`src/rtl/uart_fifo_wr_arbiter.sv`:
```
// Round-robin, packet-atomic arbiter for the write port of the UART TX FIFO.
// Each grant covers a whole packet (up to MAX_BURST beats) so frames from
// different producers never interleave. FIFO clears are deferred to a burst
// boundary and issued as a single-cycle pulse.
module uart_fifo_wr_arbiter #(
    parameter int NUM_REQ    = 4,
    parameter int DATA_WIDTH = 8,
    parameter int FIFO_DEPTH = 4,
    parameter int MAX_BURST  = 16
) (
    input  logic                               clk,
    input  logic                               reset,
    input  logic [NUM_REQ-1:0]                 req_valid,
    input  logic [NUM_REQ*DATA_WIDTH-1:0]      req_data,
    input  logic [NUM_REQ-1:0]                 req_last,
    output logic [NUM_REQ-1:0]                 req_ready,
    output logic                               fifo_wr,
    output logic [DATA_WIDTH-1:0]              fifo_data,
    input  logic                               fifo_full,
    input  logic [FIFO_DEPTH:0]                fifo_use_words,
    input  logic                               clear_req,
    output logic                               fifo_clear,
    output logic [$clog2(NUM_REQ)-1:0]         grant_id,
    output logic                               busy
);

    localparam int ID_W  = $clog2(NUM_REQ);
    localparam int CNT_W = $clog2(MAX_BURST + 1);

    typedef enum logic [1:0] {
        ST_IDLE  = 2'd0,
        ST_XFER  = 2'd1,
        ST_CLEAR = 2'd2
    } state_t;

    state_t             state_q, state_d;
    logic [ID_W-1:0]    rr_ptr_q, rr_ptr_d;
    logic [ID_W-1:0]    grant_q, grant_d;
    logic [CNT_W-1:0]   beat_cnt_q, beat_cnt_d;
    logic               clr_pend_q, clr_pend_d;

    // Per-requester data split out of the flat bus
    logic [DATA_WIDTH-1:0] req_data_arr [NUM_REQ];

    // Round-robin search results
    logic [ID_W:0]      cand;
    logic [ID_W-1:0]    win_id;
    logic               win_found;

    // Selected-requester view during a burst
    logic               xfer_active;
    logic               sel_valid;
    logic               sel_last;
    logic               beat_accept;
    logic               burst_end;
    logic [ID_W-1:0]    rr_after_grant;

    // fifo_use_words is informational only; the full flag alone gates writes.

    assign xfer_active = (state_q == ST_XFER);

    genvar gi;
    generate
        for (gi = 0; gi < NUM_REQ; gi++) begin : g_req
            assign req_data_arr[gi] = req_data[gi*DATA_WIDTH +: DATA_WIDTH];
            // Only the granted requester sees ready, and only while the FIFO has room
            assign req_ready[gi]    = xfer_active && (grant_q == ID_W'(gi)) && !fifo_full;
        end
    endgenerate

    assign sel_valid      = req_valid[grant_q];
    assign sel_last       = req_last[grant_q];
    assign beat_accept    = xfer_active && sel_valid && !fifo_full;
    assign burst_end      = beat_accept &&
                            (sel_last || (beat_cnt_q == CNT_W'(MAX_BURST - 1)));
    assign rr_after_grant = (grant_q == ID_W'(NUM_REQ - 1)) ? '0 : grant_q + ID_W'(1);

    assign fifo_data = req_data_arr[grant_q];
    assign grant_id  = grant_q;
    assign busy      = (state_q != ST_IDLE);

    // Pick the first valid requester at or after rr_ptr, wrapping modulo NUM_REQ
    always_comb begin
        win_found = 1'b0;
        win_id    = '0;
        cand      = '0;
        for (int k = 0; k < NUM_REQ; k++) begin
            cand = {1'b0, rr_ptr_q} + (ID_W+1)'(k);
            if (cand >= (ID_W+1)'(NUM_REQ)) begin
                cand = cand - (ID_W+1)'(NUM_REQ);
            end
            if (!win_found && req_valid[cand[ID_W-1:0]]) begin
                win_found = 1'b1;
                win_id    = cand[ID_W-1:0];
            end
        end
    end

    // Next-state and output decode for the IDLE/XFER/CLEAR sequencer
    always_comb begin
        state_d    = state_q;
        rr_ptr_d   = rr_ptr_q;
        grant_d    = grant_q;
        beat_cnt_d = beat_cnt_q;
        clr_pend_d = clr_pend_q;
        fifo_wr    = 1'b0;
        fifo_clear = 1'b0;

        case (state_q)
            ST_IDLE: begin
                // A pending or fresh flush takes priority over a new grant
                if (clr_pend_q || clear_req) begin
                    state_d = ST_CLEAR;
                end else if (win_found) begin
                    grant_d    = win_id;
                    beat_cnt_d = '0;
                    state_d    = ST_XFER;
                end
            end

            ST_XFER: begin
                fifo_wr    = beat_accept;
                // Flush requests are remembered until the packet completes
                clr_pend_d = clr_pend_q || clear_req;
                if (beat_accept) begin
                    beat_cnt_d = beat_cnt_q + CNT_W'(1);
                end
                if (burst_end) begin
                    rr_ptr_d = rr_after_grant;
                    state_d  = (clr_pend_q || clear_req) ? ST_CLEAR : ST_IDLE;
                end
            end

            ST_CLEAR: begin
                // A clear_req arriving now is covered by this pulse
                fifo_clear = 1'b1;
                clr_pend_d = 1'b0;
                state_d    = ST_IDLE;
            end

            default: begin
                state_d = ST_IDLE;
            end
        endcase
    end

    // State registers with synchronous reset
    always_ff @(posedge clk) begin
        if (reset) begin
            state_q    <= ST_IDLE;
            rr_ptr_q   <= '0;
            grant_q    <= '0;
            beat_cnt_q <= '0;
            clr_pend_q <= 1'b0;
        end else begin
            state_q    <= state_d;
            rr_ptr_q   <= rr_ptr_d;
            grant_q    <= grant_d;
            beat_cnt_q <= beat_cnt_d;
            clr_pend_q <= clr_pend_d;
        end
    end

endmodule

```
`config.mk`:
```
export PLATFORM = sky130hd
export DESIGN_NAME = uart_fifo_wr_arbiter
export DESIGN_NICKNAME = d
export VERILOG_FILES = /design/src/rtl/uart_fifo_wr_arbiter.sv
export SDC_FILE = /design/constraint.sdc
export NUM_CORES = 1
export LEC_CHECK = 0
export BUFFER_PORTS_ARGS = -buffer_cell sky130_fd_sc_hd__buf_2
export CAP_MARGIN = 20
export CORE_AREA = 2 2 57 59
export CTS_CLUSTER_DIAMETER = 40
export CTS_CLUSTER_SIZE = 12
export DETAILED_ROUTE_END_ITERATION = 16
export DIE_AREA = 0 0 59 61
export PLACE_DENSITY = 0.73
export SLEW_MARGIN = 20
export SYNTH_ARGS = -nofsm -noshare
export SYNTH_HDL_FRONTEND = slang
export SYNTH_SLANG_ARGS = --single-unit
```
`constraint.sdc`:
```
create_clock -name clk -period 1.85 [get_ports clk]
set_input_delay 0.2775 -clock clk [delete_from_list [all_inputs] [get_ports clk]]
set_output_delay 0.2775 -clock clk [all_outputs]
set_load 0.01 [all_outputs]
```
==> summary.txt <==
Die
  – Die area: between 3000 and 4000 sq um
  – Site Rows: 20
  – Core area: 2950 sq um
  – Die H: a little over 60 microns
  – Ports: between 60 and 70
  – Initial Util: 37.5%
  – Die Wd: a little under 60 microns

Routing
  – DR vias: 1184
  – DR DRC count: 0
  – Pre-antenna DRT Iters: 4
  – ANT nets after route: 0
  – Detailed Route WL: approximately 2700 microns
  – Routed wire per std cell: 12.5 microns
  – Drt initial violations: 26
  – DR vias/cell: 5.38

Synth
  – Post-synthesis instance total: between 100 and 150
  – YS warnings: 0
  – Fraction of registers with async set/reset: 0%
  – Register area share after synthesis: a little over a fifth
  – Most common cell in the netlist: dfxtp_1
  – Number of synthesized flops with an enable pin: 0
  – Mapped Avg Cell Area: ~9.4 sq um
  – Post-synthesis register bit count: 12
  – Synth top area share: roughly 22%
  – Cell variety after synth: 41
  – Cell area after synthesis: around 1100 sq um
  – Top_reg_cell synth: dfxtp_1
  – Ranking of synthesized cells by area: dfxtp_1 (22%), mux4_2 (16%), ha_1 (10%), mux2i_1 (6.3%), a21oi_1 (3.6%)
  – Post-synth top area cell: dfxtp_1
  – Synth top cells by count: dfxtp_1 (12), inv_1 (10), ha_1 (9)
  – Syn_nets: approximately 180

Power and ir drop
  – Worst vdd ir: just over 0.5 mV
  – Net Sw Frac: between 30% and 40%
  – Logic pwr share: a little over two fifths
  – Power per cell area: between 500 and 600 nW/um^2
  – Net switching power: 304 uW
  – Lkg Pwr: 0.716 nW
  – Sequential share of power: around a third
  – Clock power frac: 23.9%
  – Design Power: ~900 uW
  – Int Pwr: between 500 and 600 uW

Final layout
  – Final Instance Area: roughly 1600 sq um
  – Layout cells sized above 1: 53.5%
  – Nets: 246
  – Area grow syn2layout: 43.3%
  – ANT cells: 0

GRT
  – GRT Total Usage: between 15 and 20%
  – Largest net degree at the start of global routing: 14
  – Antenna violations before repair: 0
  – First-pass GRT wire length: roughly 4400 microns
  – Congestion Overflow GR: 0
  – Number of global-route vias before repair: ~1.1k

Run
  – Maxcap violations: 0

Worst setup path
  – Worst Path Buf+Inv: 1
  – Worst Path Required: around 1600 ps
  – Crit. End Element: output pin
  – Worst EP arrival: around 1500 ps
  – Slowest cell on crit path: mux4_2
  – Slowest cell delay on critical path: between 400 and 500 ps
  – Setup CP Type: flop to output pin
  – Worst path cell trace: mux4_2 -> and2_2 -> buf_2
  – Crit path max fanout: 6
  – CP top delay family: multiplexers
  – CP Launch Type: flop

Run status
  – Run status: complete, no violations

CTS
  – CTS tree: yes
  – Clock root buffer: clkbuf_4
  – H-tree levels: 1
  – Num CTS Buffers: 3
  – Setup Fix Bufs, Post-CTS: 0
  – Clk slew on worst S/H paths: 90 ps
  – Clock latency on the worst-skew pair: about 280 ps
  – Clk sink count: 12
  – Clock Path Buffers: 2

STA
  – Final Max Slew Viols: 0
  – Skew final: ~15 ps
  – F_max: 0.556 GHz
  – Final-report hold violation count: 0
  – Final setup vio count: 0
  – Slew HR: 79.9%
  – Fin crit share: 97.3%
  – Actual slew at the worst max-slew pin: 301 ps
  – Tmin final: 1800 ps
  – Total negative setup slack: 0 ps

Placement
  – PortBufs: 60
  – Area after DPL: approximately 1500 sq um
  – Hpwl dp: around 2300 microns
  – RePlAce Congestion: 0.772

Hold path
  – Worst min path class: input port to flop
cell families after synthesis:
family	Yosys count	share of synthesized area, %
simple gates	40	19.1
fa+ha+maj	9	10.2
buf+inv	14	5.54
compound gates	26	17.1
mux	17	26.4
flops	12	21.7
registers in the layout, indices dropped and copies added, names as in the netlist:
name and flops:
grant_id 2, clr_pend_q 1, state_q 2, rr_ptr_q 2
beat_cnt_q 5
power groups by stage:
stage | Clock (mW) | Sequential, mW | Combinational [mW]
2_1_floorplan | 0 | 0.294 | 0.242
4_1_cts | 0.218 | 0.291 | 0.387
5_1_grt | 0.228 | 0.296 | 0.428
3_3_place_gp | 0 | 0.296 | 0.376
6_report | 0.213 | 0.292 | 0.388
3_5_place_dp | 0 | 0.296 | 0.382
repair_timing:
| item | in CTS | in global routing |
|---|---|---|
| gates cloned | 0 | 0 |
| setup endpoints to repair | 11 | 11 |
| gates resized for setup | 4 | 14 |
| pin swaps | 0 | 2 |
| endpoints found under the hold margin | 0 | 0 |
| hold buffers | 0 | 0 |
final timing paths:
check                                                 from                  endpoint  depth (start not counted)  slack (ps)
worst max-delay path              grant_id[0]$_SDFFE_PP0P_                   fifo_wr                          3          50
worst min-delay path                                 reset  rr_ptr_q[0]$_SDFFE_PP0P_                          2         330
worst max register to register  beat_cnt_q[1]$_SDFFE_PP0P_  rr_ptr_q[0]$_SDFFE_PP0P_                          9         120
worst min register to register     state_q[1]$_SDFFE_PP0P_   state_q[1]$_SDFFE_PP0P_                          2         510
worst register-to-register path, delay by kind of cell (launching register included):
kind	cells	cell delay, ps
AND/OR/NAND/NOR	4	610
buffers and inverters	1	140
AO/OA/AOI/OAI	2	330
adder cells (fa/ha/maj)	2	250
flip-flops	1	360
per-layer routing:
| metal | vias up | track usage (%) | wire, microns |
|---|---|---|---|
| met5 | - | 0 | 0 |
| met4 | 0 | 3.90 | 19 |
| met3 | 4 | 4.05 | 252 |
| met2 | 54 | 32.7 | 1420 |
| met1 | 551 | 16.1 | 1050 |
| li1 | 575 | - | - |
cell usage in the layout (no fill, tap or decap), types with 2 or more instances in the layout:
cell      netlist  layout
nand2b_1        2       2
buf_6           1       2
dfxtp_2         0       3
mux4_2          8       9
dfxtp_1        12       8
clkbuf_4        0       3
nor3_1          3       3
ha_4            0       2
nand2_1         8       8
mux2i_1         7       7
and2_1          5       5
a21oi_1         8       7
buf_2           1      60
o21ai_0         2       2
inv_1          10      10
nor2b_1         3       2
ha_1            9       7
buf_4           0       7
o31ai_1         2       2
o22ai_1         4       4
nor2_1          8       8
cell type report:
class	count	area [sq um]
fillers	279	1370
multi-input cells	92	847
repair buffers	69	375
flip-flops and latches	12	248
well taps	33	41.3
inverters	10	37.5
clock buffers	4	36.3
per-stage QoR:
stage               util, %  instances  setup WS [ps]  hold WS (ps)
finish                 53.7        220           50.8           326
global route           53.7        220         -0.164           340
CTS                    52.2        220           8.38           323
detailed placement     50.5        216          -11.5           473
global placement       50.5        216           29.0           471
floorplan                 -        118            104           381
No activity file was read; power rests on OpenSTA's default activity.
